==> config.mk <==
export PLATFORM = sky130hd
export DESIGN_NAME = vga_fb_arbiter_flat
export DESIGN_NICKNAME = d
export VERILOG_FILES = /design/src/rtl/vga_pkg.sv /design/src/rtl/vga_fb_arbiter_if.sv /design/src/rtl/vga_fb_addr_gen.sv /design/src/rtl/vga_fb_arbiter.sv /design/src/flat_wrapper.sv
export SDC_FILE = /design/constraint.sdc
export NUM_CORES = 1
export LEC_CHECK = 0
export BUFFER_PORTS_ARGS = -buffer_cell sky130_fd_sc_hd__buf_2
export CAP_MARGIN = 20
export CORE_UTILIZATION = 45
export CTS_CLUSTER_SIZE = 24
export DETAILED_ROUTE_END_ITERATION = 12
export PLACE_DENSITY = 0.73
export SLEW_MARGIN = 5
export SYNTH_ARGS = -nofsm -noshare
export SYNTH_HDL_FRONTEND = slang
export SYNTH_HIERARCHICAL = 1
export SYNTH_SLANG_ARGS = --single-unit
==> constraint.sdc <==
create_clock -name clk -period 4.13 [get_ports clk]
set_clock_uncertainty 0.15 [all_clocks]
set_input_delay 0.826 -clock clk [delete_from_list [all_inputs] [get_ports clk]]
set_output_delay 0.826 -clock clk [all_outputs]
set_load 0.01 [all_outputs]
==> src/rtl/vga_pkg.sv <==
// ============================================================================
// Module   : vga_pkg
// Purpose  : VGA geometry constants and frame-buffer arbiter state encoding.
// Revision : 1.0 - initial release
// ============================================================================
`default_nettype none

package vga_pkg;

  localparam int SIZE           = 12;
  localparam int H_PIXELS       = 600;
  localparam int V_PIXELS       = 300;
  localparam int PIX_PER_WORD   = 8;
  localparam int WORDS_PER_LINE = H_PIXELS / PIX_PER_WORD;

  typedef enum logic [1:0] {
    ST_IDLE  = 2'd0,
    ST_FETCH = 2'd1,
    ST_FLUSH = 2'd2
  } fb_state_t;

endpackage

`default_nettype wire

==> src/rtl/vga_fb_arbiter_if.sv <==
// ============================================================================
// Module   : vga_fb_arbiter_if
// Purpose  : Line-request, host-write, memory and line-buffer bundle.
// Revision : 1.0 - initial release
// ============================================================================
`default_nettype none

interface vga_fb_arbiter_if #(
  parameter int DATA_W = 64,
  parameter int ADDR_W = 15,
  parameter int LB_AW  = 7
);

  logic              line_req;
  logic [8:0]        line_num;
  logic              line_busy;
  logic              line_done;
  logic              overrun;
  logic              host_valid;
  logic              host_ready;
  logic [ADDR_W-1:0] host_addr;
  logic [DATA_W-1:0] host_wdata;
  logic              mem_en;
  logic              mem_we;
  logic [ADDR_W-1:0] mem_addr;
  logic [DATA_W-1:0] mem_wdata;
  logic [DATA_W-1:0] mem_rdata;
  logic              lb_we;
  logic [LB_AW-1:0]  lb_addr;
  logic [DATA_W-1:0] lb_wdata;

  modport master (
    input  line_req, line_num, host_valid, host_addr, host_wdata, mem_rdata,
    output line_busy, line_done, overrun, host_ready,
           mem_en, mem_we, mem_addr, mem_wdata, lb_we, lb_addr, lb_wdata
  );

  modport slave (
    output line_req, line_num, host_valid, host_addr, host_wdata, mem_rdata,
    input  line_busy, line_done, overrun, host_ready,
           mem_en, mem_we, mem_addr, mem_wdata, lb_we, lb_addr, lb_wdata
  );

endinterface

`default_nettype wire

==> src/rtl/vga_fb_addr_gen.sv <==
// ============================================================================
// Module   : vga_fb_addr_gen
// Purpose  : Line base multiply, word counter and last-word flag for fetches.
// Revision : 1.0 - initial release
// ============================================================================
`default_nettype none

module vga_fb_addr_gen #(
  parameter int ADDR_W         = 15,
  parameter int LB_AW          = 7,
  parameter int WORDS_PER_LINE = 75
) (
  input  wire logic              clk,
  input  wire logic              rst,
  input  wire logic              i_start,
  input  wire logic              i_advance,
  input  wire logic [8:0]        i_line_num,
  output logic      [ADDR_W-1:0] o_rd_addr,
  output logic      [LB_AW-1:0]  o_rd_idx,
  output logic                   o_rd_last
);

  logic [ADDR_W-1:0] w_line_base;
  logic [ADDR_W-1:0] r_base;
  logic [LB_AW-1:0]  r_w;

  assign w_line_base = ADDR_W'(i_line_num) * ADDR_W'(WORDS_PER_LINE);

  // Word 0 is issued in the request cycle itself, so r_w holds the next index.
  assign o_rd_idx  = i_start ? '0 : r_w;
  assign o_rd_addr = i_start ? w_line_base : (r_base + ADDR_W'(r_w));
  assign o_rd_last = (o_rd_idx == LB_AW'(WORDS_PER_LINE - 1));

  always_ff @(posedge clk or negedge rst) begin
    if (!rst) begin
      r_base <= '0;
      r_w    <= '0;
    end else if (i_start) begin
      r_base <= w_line_base;
      r_w    <= LB_AW'(1);
    end else if (i_advance) begin
      r_w    <= o_rd_last ? '0 : (r_w + LB_AW'(1));
    end
  end

endmodule

`default_nettype wire

==> src/rtl/vga_fb_arbiter.sv <==
// ============================================================================
// Module   : vga_fb_arbiter
// Purpose  : Shares the frame-buffer port between display line fetch and host.
// Revision : 1.0 - initial release
// ============================================================================
`default_nettype none

module vga_fb_arbiter
  import vga_pkg::*;
#(
  parameter int DATA_W         = 64,
  parameter int PIX_PER_WORD   = vga_pkg::PIX_PER_WORD,
  parameter int H_PIXELS       = vga_pkg::H_PIXELS,
  parameter int V_PIXELS       = vga_pkg::V_PIXELS,
  parameter int WORDS_PER_LINE = H_PIXELS / PIX_PER_WORD,
  parameter int ADDR_W         = 15,
  parameter int LB_AW          = 7
) (
  input  wire logic         clk,
  input  wire logic         rst,
  vga_fb_arbiter_if.master  bus
);

  fb_state_t         r_state;
  fb_state_t         w_state_nxt;
  logic              w_req_valid;
  logic              w_start;
  logic              w_advance;
  logic              w_rd_issue;
  logic              w_host_ready;
  logic              w_host_acc;
  logic [ADDR_W-1:0] w_rd_addr;
  logic [LB_AW-1:0]  w_rd_idx;
  logic              w_rd_last;

  logic              r_mem_en;
  logic              r_mem_we;
  logic [ADDR_W-1:0] r_mem_addr;
  logic [DATA_W-1:0] r_mem_wdata;
  logic              r_s1_vld;
  logic              r_s1_last;
  logic [LB_AW-1:0]  r_s1_tag;
  logic              r_s2_vld;
  logic              r_s2_last;
  logic [LB_AW-1:0]  r_s2_tag;
  logic              r_lb_we;
  logic [LB_AW-1:0]  r_lb_addr;
  logic [DATA_W-1:0] r_lb_wdata;
  logic              r_line_done;
  logic              r_overrun;

  assign w_req_valid = bus.line_req && (bus.line_num < 9'(V_PIXELS));
  assign w_rd_issue  = w_start || w_advance;
  assign w_host_acc  = bus.host_valid && w_host_ready;

  vga_fb_addr_gen #(
    .ADDR_W         (ADDR_W),
    .LB_AW          (LB_AW),
    .WORDS_PER_LINE (WORDS_PER_LINE)
  ) u_addr_gen (
    .clk        (clk),
    .rst        (rst),
    .i_start    (w_start),
    .i_advance  (w_advance),
    .i_line_num (bus.line_num),
    .o_rd_addr  (w_rd_addr),
    .o_rd_idx   (w_rd_idx),
    .o_rd_last  (w_rd_last)
  );

  always_ff @(posedge clk or negedge rst) begin
    if (!rst) r_state <= ST_IDLE;
    else      r_state <= w_state_nxt;
  end

  always_comb begin
    w_state_nxt  = r_state;
    w_start      = 1'b0;
    w_advance    = 1'b0;
    w_host_ready = 1'b0;
    case (r_state)
      ST_IDLE: begin
        w_host_ready = rst && !bus.line_req;
        if (w_req_valid) begin
          w_start     = 1'b1;
          w_state_nxt = ST_FETCH;
        end
      end
      ST_FETCH: begin
        w_advance = 1'b1;
        if (w_rd_last) w_state_nxt = ST_FLUSH;
      end
      ST_FLUSH: begin
        if (r_line_done) w_state_nxt = ST_IDLE;
      end
      default: w_state_nxt = ST_IDLE;
    endcase
  end

  // Reads carry their line-buffer tag through a two-deep pipe that matches
  // the one-cycle memory latency plus the registered line-buffer write.
  always_ff @(posedge clk or negedge rst) begin
    if (!rst) begin
      r_mem_en    <= 1'b0;
      r_mem_we    <= 1'b0;
      r_mem_addr  <= '0;
      r_mem_wdata <= '0;
      r_s1_vld    <= 1'b0;
      r_s1_last   <= 1'b0;
      r_s1_tag    <= '0;
      r_s2_vld    <= 1'b0;
      r_s2_last   <= 1'b0;
      r_s2_tag    <= '0;
      r_lb_we     <= 1'b0;
      r_lb_addr   <= '0;
      r_lb_wdata  <= '0;
      r_line_done <= 1'b0;
      r_overrun   <= 1'b0;
    end else begin
      r_mem_en <= w_rd_issue || w_host_acc;
      r_mem_we <= w_host_acc;
      if (w_rd_issue) begin
        r_mem_addr <= w_rd_addr;
      end else if (w_host_acc) begin
        r_mem_addr  <= bus.host_addr;
        r_mem_wdata <= bus.host_wdata;
      end
      r_s1_vld  <= w_rd_issue;
      r_s1_last <= w_rd_issue && w_rd_last;
      r_s1_tag  <= w_rd_idx;
      r_s2_vld  <= r_s1_vld;
      r_s2_last <= r_s1_last;
      r_s2_tag  <= r_s1_tag;
      r_lb_we   <= r_s2_vld;
      if (r_s2_vld) begin
        r_lb_addr  <= r_s2_tag;
        r_lb_wdata <= bus.mem_rdata;
      end
      r_line_done <= r_s2_vld && r_s2_last;
      if (bus.line_req && (r_state != ST_IDLE)) r_overrun <= 1'b1;
    end
  end

  assign bus.line_busy  = (r_state != ST_IDLE);
  assign bus.line_done  = r_line_done;
  assign bus.overrun    = r_overrun;
  assign bus.host_ready = w_host_ready;
  assign bus.mem_en     = r_mem_en;
  assign bus.mem_we     = r_mem_we;
  assign bus.mem_addr   = r_mem_addr;
  assign bus.mem_wdata  = r_mem_wdata;
  assign bus.lb_we      = r_lb_we;
  assign bus.lb_addr    = r_lb_addr;
  assign bus.lb_wdata   = r_lb_wdata;

endmodule

`default_nettype wire

==> src/flat_wrapper.sv <==
// flat-port wrapper written by rule: the top's interface ports become plain ports
module vga_fb_arbiter_flat import vga_pkg::*;
#(
  parameter int DATA_W         = 64,
  parameter int PIX_PER_WORD   = vga_pkg::PIX_PER_WORD,
  parameter int H_PIXELS       = vga_pkg::H_PIXELS,
  parameter int V_PIXELS       = vga_pkg::V_PIXELS,
  parameter int WORDS_PER_LINE = H_PIXELS / PIX_PER_WORD,
  parameter int ADDR_W         = 15,
  parameter int LB_AW          = 7
)
  (clk, rst, bus_line_req, bus_line_num, bus_host_valid, bus_host_addr, bus_host_wdata, bus_mem_rdata, bus_line_busy, bus_line_done, bus_overrun, bus_host_ready, bus_mem_en, bus_mem_we, bus_mem_addr, bus_mem_wdata, bus_lb_we, bus_lb_addr, bus_lb_wdata);
  vga_fb_arbiter_if #(.DATA_W(DATA_W), .ADDR_W(ADDR_W), .LB_AW(LB_AW)) bus_i ();
  input  wire logic clk;
  input  wire logic rst;
  input wire logic [$bits(bus_i.line_req)-1:0] bus_line_req;
  input wire logic [$bits(bus_i.line_num)-1:0] bus_line_num;
  input wire logic [$bits(bus_i.host_valid)-1:0] bus_host_valid;
  input wire logic [$bits(bus_i.host_addr)-1:0] bus_host_addr;
  input wire logic [$bits(bus_i.host_wdata)-1:0] bus_host_wdata;
  input wire logic [$bits(bus_i.mem_rdata)-1:0] bus_mem_rdata;
  output wire logic [$bits(bus_i.line_busy)-1:0] bus_line_busy;
  output wire logic [$bits(bus_i.line_done)-1:0] bus_line_done;
  output wire logic [$bits(bus_i.overrun)-1:0] bus_overrun;
  output wire logic [$bits(bus_i.host_ready)-1:0] bus_host_ready;
  output wire logic [$bits(bus_i.mem_en)-1:0] bus_mem_en;
  output wire logic [$bits(bus_i.mem_we)-1:0] bus_mem_we;
  output wire logic [$bits(bus_i.mem_addr)-1:0] bus_mem_addr;
  output wire logic [$bits(bus_i.mem_wdata)-1:0] bus_mem_wdata;
  output wire logic [$bits(bus_i.lb_we)-1:0] bus_lb_we;
  output wire logic [$bits(bus_i.lb_addr)-1:0] bus_lb_addr;
  output wire logic [$bits(bus_i.lb_wdata)-1:0] bus_lb_wdata;
  assign bus_i.line_req = bus_line_req;
  assign bus_i.line_num = bus_line_num;
  assign bus_i.host_valid = bus_host_valid;
  assign bus_i.host_addr = bus_host_addr;
  assign bus_i.host_wdata = bus_host_wdata;
  assign bus_i.mem_rdata = bus_mem_rdata;
  assign bus_line_busy = bus_i.line_busy;
  assign bus_line_done = bus_i.line_done;
  assign bus_overrun = bus_i.overrun;
  assign bus_host_ready = bus_i.host_ready;
  assign bus_mem_en = bus_i.mem_en;
  assign bus_mem_we = bus_i.mem_we;
  assign bus_mem_addr = bus_i.mem_addr;
  assign bus_mem_wdata = bus_i.mem_wdata;
  assign bus_lb_we = bus_i.lb_we;
  assign bus_lb_addr = bus_i.lb_addr;
  assign bus_lb_wdata = bus_i.lb_wdata;
  vga_fb_arbiter #(.DATA_W(DATA_W), .PIX_PER_WORD(PIX_PER_WORD), .H_PIXELS(H_PIXELS), .V_PIXELS(V_PIXELS), .WORDS_PER_LINE(WORDS_PER_LINE), .ADDR_W(ADDR_W), .LB_AW(LB_AW)) u_core (.clk(clk), .rst(rst), .bus(bus_i));
endmodule
Word-level counts from Yosys, hierarchy flattened
Cells that the tools add are included.
- output and inout bits: 157
- flip-flop bits (word level): 197
- logic and storage cells: 59
- bits of input ports: 156
- reductions and logical operators: 15
- mux-type cells: 15
- multiply operators: 1
- bitwise logic cells: 1
- order comparisons: 1
- equal/unequal tests: 6
- add/subtract/negate cells: 2
- operators with widths (cell ; number):
    15-bit two-way mux ; 3
    7-bit two-way mux ; 4
    15-bit by 7-bit adder with 15-bit output ; 1
    9-bit by 7-bit multiplier with 15-bit output (second input constant) ; 1
    9-bit < comparator (second input constant) ; 1
    7-bit by 1-bit adder with 7-bit output (second input constant) ; 1
    7-bit == test (second input constant) ; 1
    1-bit logical AND ; 6
    2-bit two-way mux ; 3
    2-bit case mux with 3 select lines ; 1
    2-bit nonzero test ; 3
    1-bit two-way mux ; 4
    2-bit by 1-bit != test with 1-bit output (second input constant) ; 2
    3-bit AND reduction ; 1
    2-bit by 1-bit == test with 1-bit output (second input constant) ; 1
    2-bit == test (second input constant) ; 1
    2-bit zero test ; 1
    1-bit logical OR ; 2
    2-bit != test (second input constant) ; 1
    2-bit AND reduction ; 1
    1-bit zero test ; 1
    1-bit NOT ; 1

Depth between registers and ports, before layout
Gate-level depths: netlist of run 1.
- word-level depth: 9
- gate-level depth with buffers: 14
- mapped depth without buffers: 13

Hierarchy
Netlist of run 1, hierarchy kept.
- by module, submodules not included (module ; instances ; area an instance (um^2) ; sequential area each (um^2) ; cells an instance):
    vga_fb_arbiter ; 1 ; 6423.7 ; 4379.2 ; 382
    vga_fb_addr_gen ; 1 ; 2653.8 ; 550.5 ; 296

Worst setup path after synthesis of run 1
OpenSTA, ideal clock, no wires.
- path type: input to register
- from: in bus_line_num[5]
- to: reg u_core.r_mem_addr[11], in the netlist u_core/bus.mem_addr[11]
- required time: 3.854 ns
- arrival time: 4.182 ns
- setup time: 0.126 ns
- cell stages on the path: 13
- path buffers: 0
- slack: -0.328 ns
- cells stage by stage: ha_1 > ha_1 > fa_1 > inv_1 > fa_1 > inv_1 > ha_1 > a21oi_1 > o22ai_1 > o31a_1 > or3_1 > a31o_1 > a221o_1
- longest elaborated chain between the ends: 6
- elaborated cells between the ends (all ways): 9
- those cells by class: 1 x mul; 1 x order compare; 4 x mux; 3 x reduce/logical
- RTL lines (element ; RTL line ; text):
    from (decl) ; flat_wrapper.sv:17 ; input wire logic [$bits(bus_i.line_num)-1:0] bus_line_num;
    parallel branches: the longest is 4 deep, another holds 9-bit by 7-bit multiplier with 15-bit output ; n/a ;
    15-bit two-way mux * ; vga_fb_addr_gen.sv:31 ; assign o_rd_addr = i_start ? w_line_base : (r_base + ADDR_W'(r_w));
    net u_core.w_rd_addr[11] ; vga_fb_arbiter.sv:32 ; logic [ADDR_W-1:0] w_rd_addr;
    15-bit two-way mux * ; vga_fb_arbiter.sv:122 ; if (w_rd_issue) begin
    to (signal assigned) ; vga_fb_arbiter.sv:123 ; r_mem_addr <= w_rd_addr;
    to (signal assigned) ; vga_fb_arbiter.sv:125 ; r_mem_addr <= bus.host_addr;
    to (decl) ; vga_fb_arbiter.sv:38 ; logic [ADDR_W-1:0] r_mem_addr;
Mark *: on every way through the listed nets, which the timed path passes.
A chain may end at the register's enable or synchronous reset.

Worst setup path after layout of run 1
Same ends and word-level chain as after synthesis.

==> key figures, run 1 <==
Global routing
  • Global route overflow: 0
  • First-pass GRT wire length: 34000 um
  • Vias in the first global route: around 6500
  • Largest net degree at the start of global routing: 82
  • Gr usage total: 21.4%
  • Initial antenna violation count: 1

Cells and area
  • Fin nets: ~1200
  • Fraction of layout cells with a size suffix above 1: a little over half
  • Layout area overhead: 30.4%
  • Design Area, Final: 11800 um2
  • Layout Cells excl Fill: 1294

Synthesis
  • Yosys warns: 6
  • Avg Inst Size Synth: ~13 um2
  • Mapped Area: a little over 9000 um2
  • Seq/Total Area, Yosys: 54.3%
  • Ys async rst share: 100%
  • Largest cells by area after synthesis: dfrtp_1 (54%), mux2_2 (17%), ha_1 (6.5%)
  • Biggest area consumer among synthesized cells: dfrtp_1
  • Syn Nets: roughly 890
  • Synth Instances: 678
  • Synth cell types: a little over 60
  • Main synth FF type: dfrtp_1
  • Yosys top cell area share: 54.3%
  • #FFs+latches synth: about 200
  • EDFF count, synth: 0

Timing
  • Rel. slew slack: between 30% and 40%
  • Final min period: 4020 ps
  • Final WS setup: roughly 110 ps
  • Final hold violation count: 0
  • Peak Freq: approximately 250 MHz
  • Slew Limit Fails: 0
  • RSZ-0062 raised after global routing: false
  • Final setup viols: 0
  • Final period util: between 90% and 100%
  • Pin slew with the least headroom to its limit: approximately 1000 ps

Critical path
  • Crit Path Class: input port to flip-flop
  • Crit path max fanout: 4
  • Req. time, crit path: 4290 ps
  • Crit Reg-Reg Startpoint: u_core/u_addr_gen/r_w[0]
  • Startpoint Class: input port
  • Depth of the most critical reg-to-reg path: 9
  • Crit path DAT: ~4200 ps
  • Terminus of the critical flop-to-flop path: u_core/bus.mem_addr[14]
  • R2r setup slk: approximately 1400 ps
  • Crit end category: flip-flop

Clock network
  • Clk slew on worst S/H paths: about 70 ps
  • Hold Buf Count CTS: 0
  • Total CTS buffers: 17
  • Latest clock arrival within the worst-skew pair: about 430 ps
  • Clock sinks: 197
  • Clock Path Buffers: 2
  • CTS tree: done
  • Root Buffer: clkbuf_16
  • Post-CTS Setup Inserts: 0
  • Htree depth: 4

Run
  • Max-capacitance violation count: 0

Detailed routing
  • DR iter-0 viols: a little under 300
  • Final ANT Viol Nets: 0
  • Drt total wl: 22200 um
  • Drt drc: 0
  • DRT Pass-1 Iters: 4
  • Via count: 6581
  • Per-cell routed wire length: ~17 um
  • Vias per Instance: between 5 and 6

Placement
  • DP Area: 11200 um2
  • Hpwl dp: approximately 17000 um
  • DP Cell Count: ~1300
  • Dpl ws: -320 ps
  • Routability cong.: between 0.8 and 0.9
  • # port buffers: around 310

Min path
  • Hold Crit Class: flip-flop to flip-flop
  • Worst hold path depth: 0
  • Hold endpoint: u_core/r_s2_tag[3]
  • Hold Startpoint: u_core/r_s1_tag[3]

Die
  • Initial core utilization: 46.3%
  • Cell row count: between 50 and 60
  • CORE AREA: roughly 20000 um2
  • Ports: approximately 310
  • Die X: ~140 um
  • Die Span Y: between 100 and 150 um
  • Die Area: between 20000 and 25000 um2

Run status
  • Status: finished, final reports clean

Power
  • LEAKAGE: 5.92 nW
  • Power Density: 686 nW/um2
  • VDD IR max: between 300 and 400 uV
## worst max-delay path, stage by stage
cell	delay, ps
buf_2	140
ha_4	270
ha_4	190
fa_1	540
inv_1	50
fa_1	490
inv_1	60
ha_4	230
a21oi_2	160
o22ai_2	90
o31a_1	250
or3_1	330
a31o_1	230
a221o_1	310
## placed cells by master, fill, tap and decap left out, types with 3 or more instances in the layout
cell / instances
and3_1: 18
nand4_1: 3
o211ai_1: 6
buf_4: 29
inv_8: 5
clkinv_8: 3
xnor2_1: 5
buf_2: 311
fa_1: 10
a21o_1: 9
mux2i_1: 3
xor2_1: 14
ha_1: 40
nand3_1: 9
o31ai_1: 3
dfrtp_1: 196
a221o_1: 15
a21oi_1: 17
o21a_1: 7
o21ai_0: 19
nor3_1: 5
or3_1: 4
inv_1: 32
nand2_1: 22
mux2_2: 137
nor2_1: 13
nor2b_1: 9
ha_4: 7
clkbuf_16: 17
## metal layers
layer,part of all wire [%],vias up,global-route usage (%)
li1,-,3113,-
met1,40,3231,25.5
met2,51,215,37.7
met3,6.4,22,4.54
met4,2.0,0,8.01
met5,0,-,0
## per-stage QoR
stage	hold slack, ps	TNS, ps	power (W)	utilization, %
floorplan	181	-131	0.00515	-
global placement	183	-1100	0.00632	57.0
detailed placement	185	-1490	0.00641	57.0
CTS	192	0	0.00819	60.2
global route	206	0	0.00867	60.4
finish	190	0	0.00812	60.4
## kinds of logic (layout without fill, tap and decap cells)
family / Yosys count / after routing / share of synthesized area, %
DFF: 197 / 197 / 54.3
muxes: 140 / 140 / 17.3
AOI/OAI and AO/OA: 104 / 104 / 8.52
and+or+nand+nor: 100 / 100 / 6.08
buffers and inverters: 61 / 410 / 3.25
adders and majority gates: 57 / 57 / 8.68
xor gates and xnor gates: 19 / 19 / 1.83
other: 0 / 2 / 0
## state kept, by name, indices dropped and copies added, names as in the netlist, 2 cells and up
| register | cells |
|---|---|
| u_core/bus.lb_wdata | 64 |
| u_core/u_addr_gen/r_base | 15 |
| u_core/bus.mem_addr | 15 |
| u_core/bus.mem_wdata | 64 |
| u_core/r_s1_tag | 7 |
| u_core/bus.lb_addr | 7 |
| u_core/u_addr_gen/r_w | 7 |
| u_core/r_state | 2 |
| u_core/r_s2_tag | 7 |
## cell type report
class / instances / area (um2)
Clock buffer: 17 / 425
Timing Repair Buffer: 343 / 1840
Clock inverter: 15 / 208
Fill cell: 1615 / 7750
Antenna cell: 2 / 5.00
Tap cell: 265 / 332
Sequential cell: 197 / 4930
Inverter: 35 / 131
Multi-Input combinational cell: 420 / 3970
## Yosys cell counts, types with 3 or more instances
| cell | instances |
|---|---|
| nor2b_1 | 9 |
| mux2i_1 | 3 |
| and2_1 | 3 |
| nand2_1 | 22 |
| nor2_1 | 13 |
| mux2_2 | 137 |
| fa_1 | 10 |
| dfrtp_1 | 197 |
| nand3_1 | 9 |
| clkbuf_1 | 15 |
| o31ai_1 | 3 |
| buf_6 | 8 |
| a211oi_1 | 3 |
| o21ai_0 | 19 |
| nor3_1 | 5 |
| a21o_1 | 9 |
| a221o_1 | 15 |
| or3_1 | 4 |
| a21oi_1 | 18 |
| xnor2_1 | 5 |
| o21a_1 | 7 |
| o211ai_1 | 6 |
| inv_1 | 33 |
| xor2_1 | 14 |
| ha_1 | 47 |
| nand4_1 | 3 |
| and3_1 | 18 |
## where the power goes
| part | switching (W) | leakage, nW | total, W | internal (W) |
|---|---|---|---|---|
| Combinational | 0.00160 | 3.24 | 0.00323 | 0.00163 |
| Sequential | 0.000461 | 2.37 | 0.00314 | 0.00268 |
| Clock | 0.000816 | 0.306 | 0.00175 | 0.000936 |
## worst max-delay path by stage
| stage | from | to | cells past startpoint |
|---|---|---|---|
| 2_1_floorplan | bus_line_num[7] | u_core/bus.mem_addr[11] | 13 |
| 3_3_place_gp | bus_line_num[5] | u_core/bus.mem_addr[11] | 14 |
| 3_5_place_dp | bus_line_num[5] | u_core/bus.mem_addr[11] | 14 |
| 4_1_cts | bus_line_num[5] | u_core/bus.mem_addr[11] | 14 |
| 5_1_grt | bus_line_num[5] | u_core/bus.mem_addr[11] | 14 |
| 6_report | bus_line_num[5] | u_core/bus.mem_addr[11] | 14 |
## repair_timing
action / CTS / global route
gates resized for setup: 0 / 3
setup endpoints to repair: 0 / 2
hold endpoints to repair: 0 / 0
Power figures use the tool's default switching activity.
==> run 2: changes to the inputs <==
--- a/config.mk
+++ b/config.mk
@@ -11,6 +11,7 @@
 export CTS_CLUSTER_SIZE = 24
 export DETAILED_ROUTE_END_ITERATION = 12
 export PLACE_DENSITY = 0.73
+export RECOVER_POWER = 50
 export SLEW_MARGIN = 5
 export SYNTH_ARGS = -nofsm -noshare
 export SYNTH_HDL_FRONTEND = slang
==> run 2 against run 1 <==
  * The flow now finishes with violations (max-capacitance violations, max-slew violations)
  * Non-clock buffer count is the same
  * Fmax barely moved
  * Setup slack improved by 2.2 ps
  * Sequential power about the same
  * Wire length grew 0.42%
  * Core utilization down 1.0 points
  * Largest power group is now registers
==> key figures, run 2 (same netlist as run 1, synthesis figures left out) <==
Die
  • Die Span Y: 144 um (unchanged)
  • Die X: 144 um (unchanged)
  • Initial core utilization: 46.3% (unchanged)
  • Die Area: 20700 um2 (unchanged)
  • Cell row count: 51 (unchanged)
  • Ports: 313 (unchanged)
  • CORE AREA: 19600 um2 (unchanged)

Clock network
  • Htree depth: 4 (unchanged)
  • Hold Buf Count CTS: 0 (unchanged)
  • Post-CTS Setup Inserts: 0 (unchanged)
  • PostCTS Resize Cnt: 0 (unchanged)
  • Latest clock arrival within the worst-skew pair: 430 ps (about the same)
  • Clock Path Buffers: 2 (unchanged)
  • Total CTS buffers: 17 (unchanged)
  • Root Buffer: clkbuf_16
  • CTS tree: done
  • Clock sinks: 197 (unchanged)
  • Clk slew on worst S/H paths: 70 ps (about the same)

Critical path
  • Crit Path Class: input port to flip-flop
  • Crit end category: flip-flop
  • Crit path max fanout: 4 (unchanged)
  • Startpoint Class: input port
  • Req. time, crit path: 4290 ps (about the same)
  • Depth of the most critical reg-to-reg path: 2 (-7)
  • Crit path DAT: 4170 ps (about the same)

Detailed routing
  • Per-cell routed wire length: 17.2 um (+0.42%)
  • Drt total wl: 22300 um (+0.42%)
  • Via count: 6611 (+0.46%)
  • DRT Pass-1 Iters: 4 (unchanged)
  • Vias per Instance: 5.11 (+0.46%)
  • Final ANT Viol Nets: 0 (unchanged)
  • Drt drc: 0 (unchanged)
  • DR iter-0 viols: 295 (+0.68%)

Min path
  • Worst hold path depth: 0 (unchanged)
  • Hold Crit Class: flip-flop to flip-flop

Timing
  • Pin slew with the least headroom to its limit: 1840 ps (+823 ps)
  • Final min period: 4020 ps (-2.17 ps)
  • Rel. slew slack: -22.7% (-55 points)
  • Slew Limit Fails: 78 (+78)
  • Final setup viols: 0 (unchanged)
  • Final period util: 97.2% (about the same)
  • RSZ-0062 raised after global routing: false
  • Peak Freq: 249 MHz (about the same)
  • Final hold violation count: 0 (unchanged)

Power
  • LEAKAGE: 5.48 nW (-7.3%)
  • Power Density: 687 nW/um2 (+0.15%)
  • VDD IR max: 323 uV (-0.50%)

Cells and area
  • Most frequent cells in the layout: dfrtp_1 (197), buf_2 (168), clkbuf_1 (146)
  • Layout Cells excl Fill: 1294 (unchanged)
  • Leading cell type in the layout, fill and taps excluded: dfrtp_1
  • Fin util: 59.4% (-1.0 points)
  • Layout area overhead: 28.2%
  • Fin nets: 1227 (unchanged)
  • Fraction of layout cells with a size suffix above 1: 38.1% (-15 points)
  • Fillers: 1694 (+4.9%)

Run status
  • Failing checks: max-capacitance violations, max-slew violations
  • Status: finished with violations

Global routing
  • Largest net degree at the start of global routing: 82 (unchanged)
  • Gr usage total: 21.4% (unchanged)
  • Global route overflow: 0 (unchanged)
  • Vias in the first global route: 6513 (unchanged)
  • Initial antenna violation count: 1 (unchanged)
  • First-pass GRT wire length: 34000 um (unchanged)

Run
  • Max-capacitance violation count: 2 (+2)

Placement
  • Routability cong.: 0.880 (unchanged)
  • Hpwl dp: 16800 um (unchanged)
  • DP Cell Count: 1259 (unchanged)
  • # port buffers: 312 (unchanged)
run 2: area by class of cell:
| cell class | instances | area, um2 | area share, % |
|---|---|---|---|
| multi-input cells | 420 | 3970 | 34.1 |
| well taps | 265 | 332 | 2.85 |
| inverters | 35 | 131 | 1.13 |
| repair buffers | 343 | 1640 | 14.1 |
| diodes | 2 | 5.00 | 0.0430 |
| flip-flops and latches | 197 | 4930 | 42.4 |
| clock buffers | 17 | 425 | 3.66 |
| clock inverters | 15 | 208 | 1.79 |
run 2: stage by stage:
stage / power (W) / worst slack, ps / setup TNS [ps] / hold WS [ps] / area, um2
after global placement: 0.00632 / -281 / -1100 / 183 / 11200
after global routing: 0.00855 / 9.46 / 0 / 206 / 11600
after detailed placement: 0.00641 / -320 / -1490 / 185 / 11200
final: 0.00800 / 114 / 0 / 190 / 11600
after floorplan: 0.00515 / -69.7 / -131 / 181 / 9180
after CTS: 0.00819 / 123 / 0 / 192 / 11800
run 2: path summary, 6_finish.rpt:
| kind | from | endpoint | slack [ps] |
|---|---|---|---|
| max in group asynchronous | rst | u_core/bus.lb_wdata[31] | 1180 |
| worst min register to register | u_core/r_s1_tag[3] | u_core/r_s2_tag[3] | 190 |
| worst max register to register | u_core/r_s2_vld | u_core/bus.lb_wdata[7] | 670 |
| min in group asynchronous | rst | u_core/u_addr_gen/r_base[14] | 590 |
| worst min-delay path | u_core/r_s1_tag[3] | u_core/r_s2_tag[3] | 190 |
| worst max-delay path | bus_line_num[5] | u_core/bus.mem_addr[11] | 110 |
run 2: worst max-delay path: stages:
cell and delay [ps]:
buf_2 140, ha_4 270, ha_4 190, fa_1 540
inv_1 50, fa_1 490, inv_1 60, ha_4 230
a21oi_2 160, o22ai_2 90, o31a_1 250, or3_1 330
a31o_1 230, a221o_1 310
run 2: layer usage:
metal	vias up	part of all wire (%)	track usage, %
met4	0	2.4	8.01
met1	3264	41	25.5
met5	-	0	0
li1	3119	-	-
met3	23	6.0	4.54
met2	205	51	37.7
run 2: power breakdown:
| group | leakage (nW) | internal (W) | switching (W) |
|---|---|---|---|
| registers | 2.37 | 0.00268 | 0.000480 |
| logic | 2.81 | 0.00148 | 0.00160 |
| clock network | 0.306 | 0.000936 | 0.000815 |
| total | 5.48 | 0.00510 | 0.00290 |
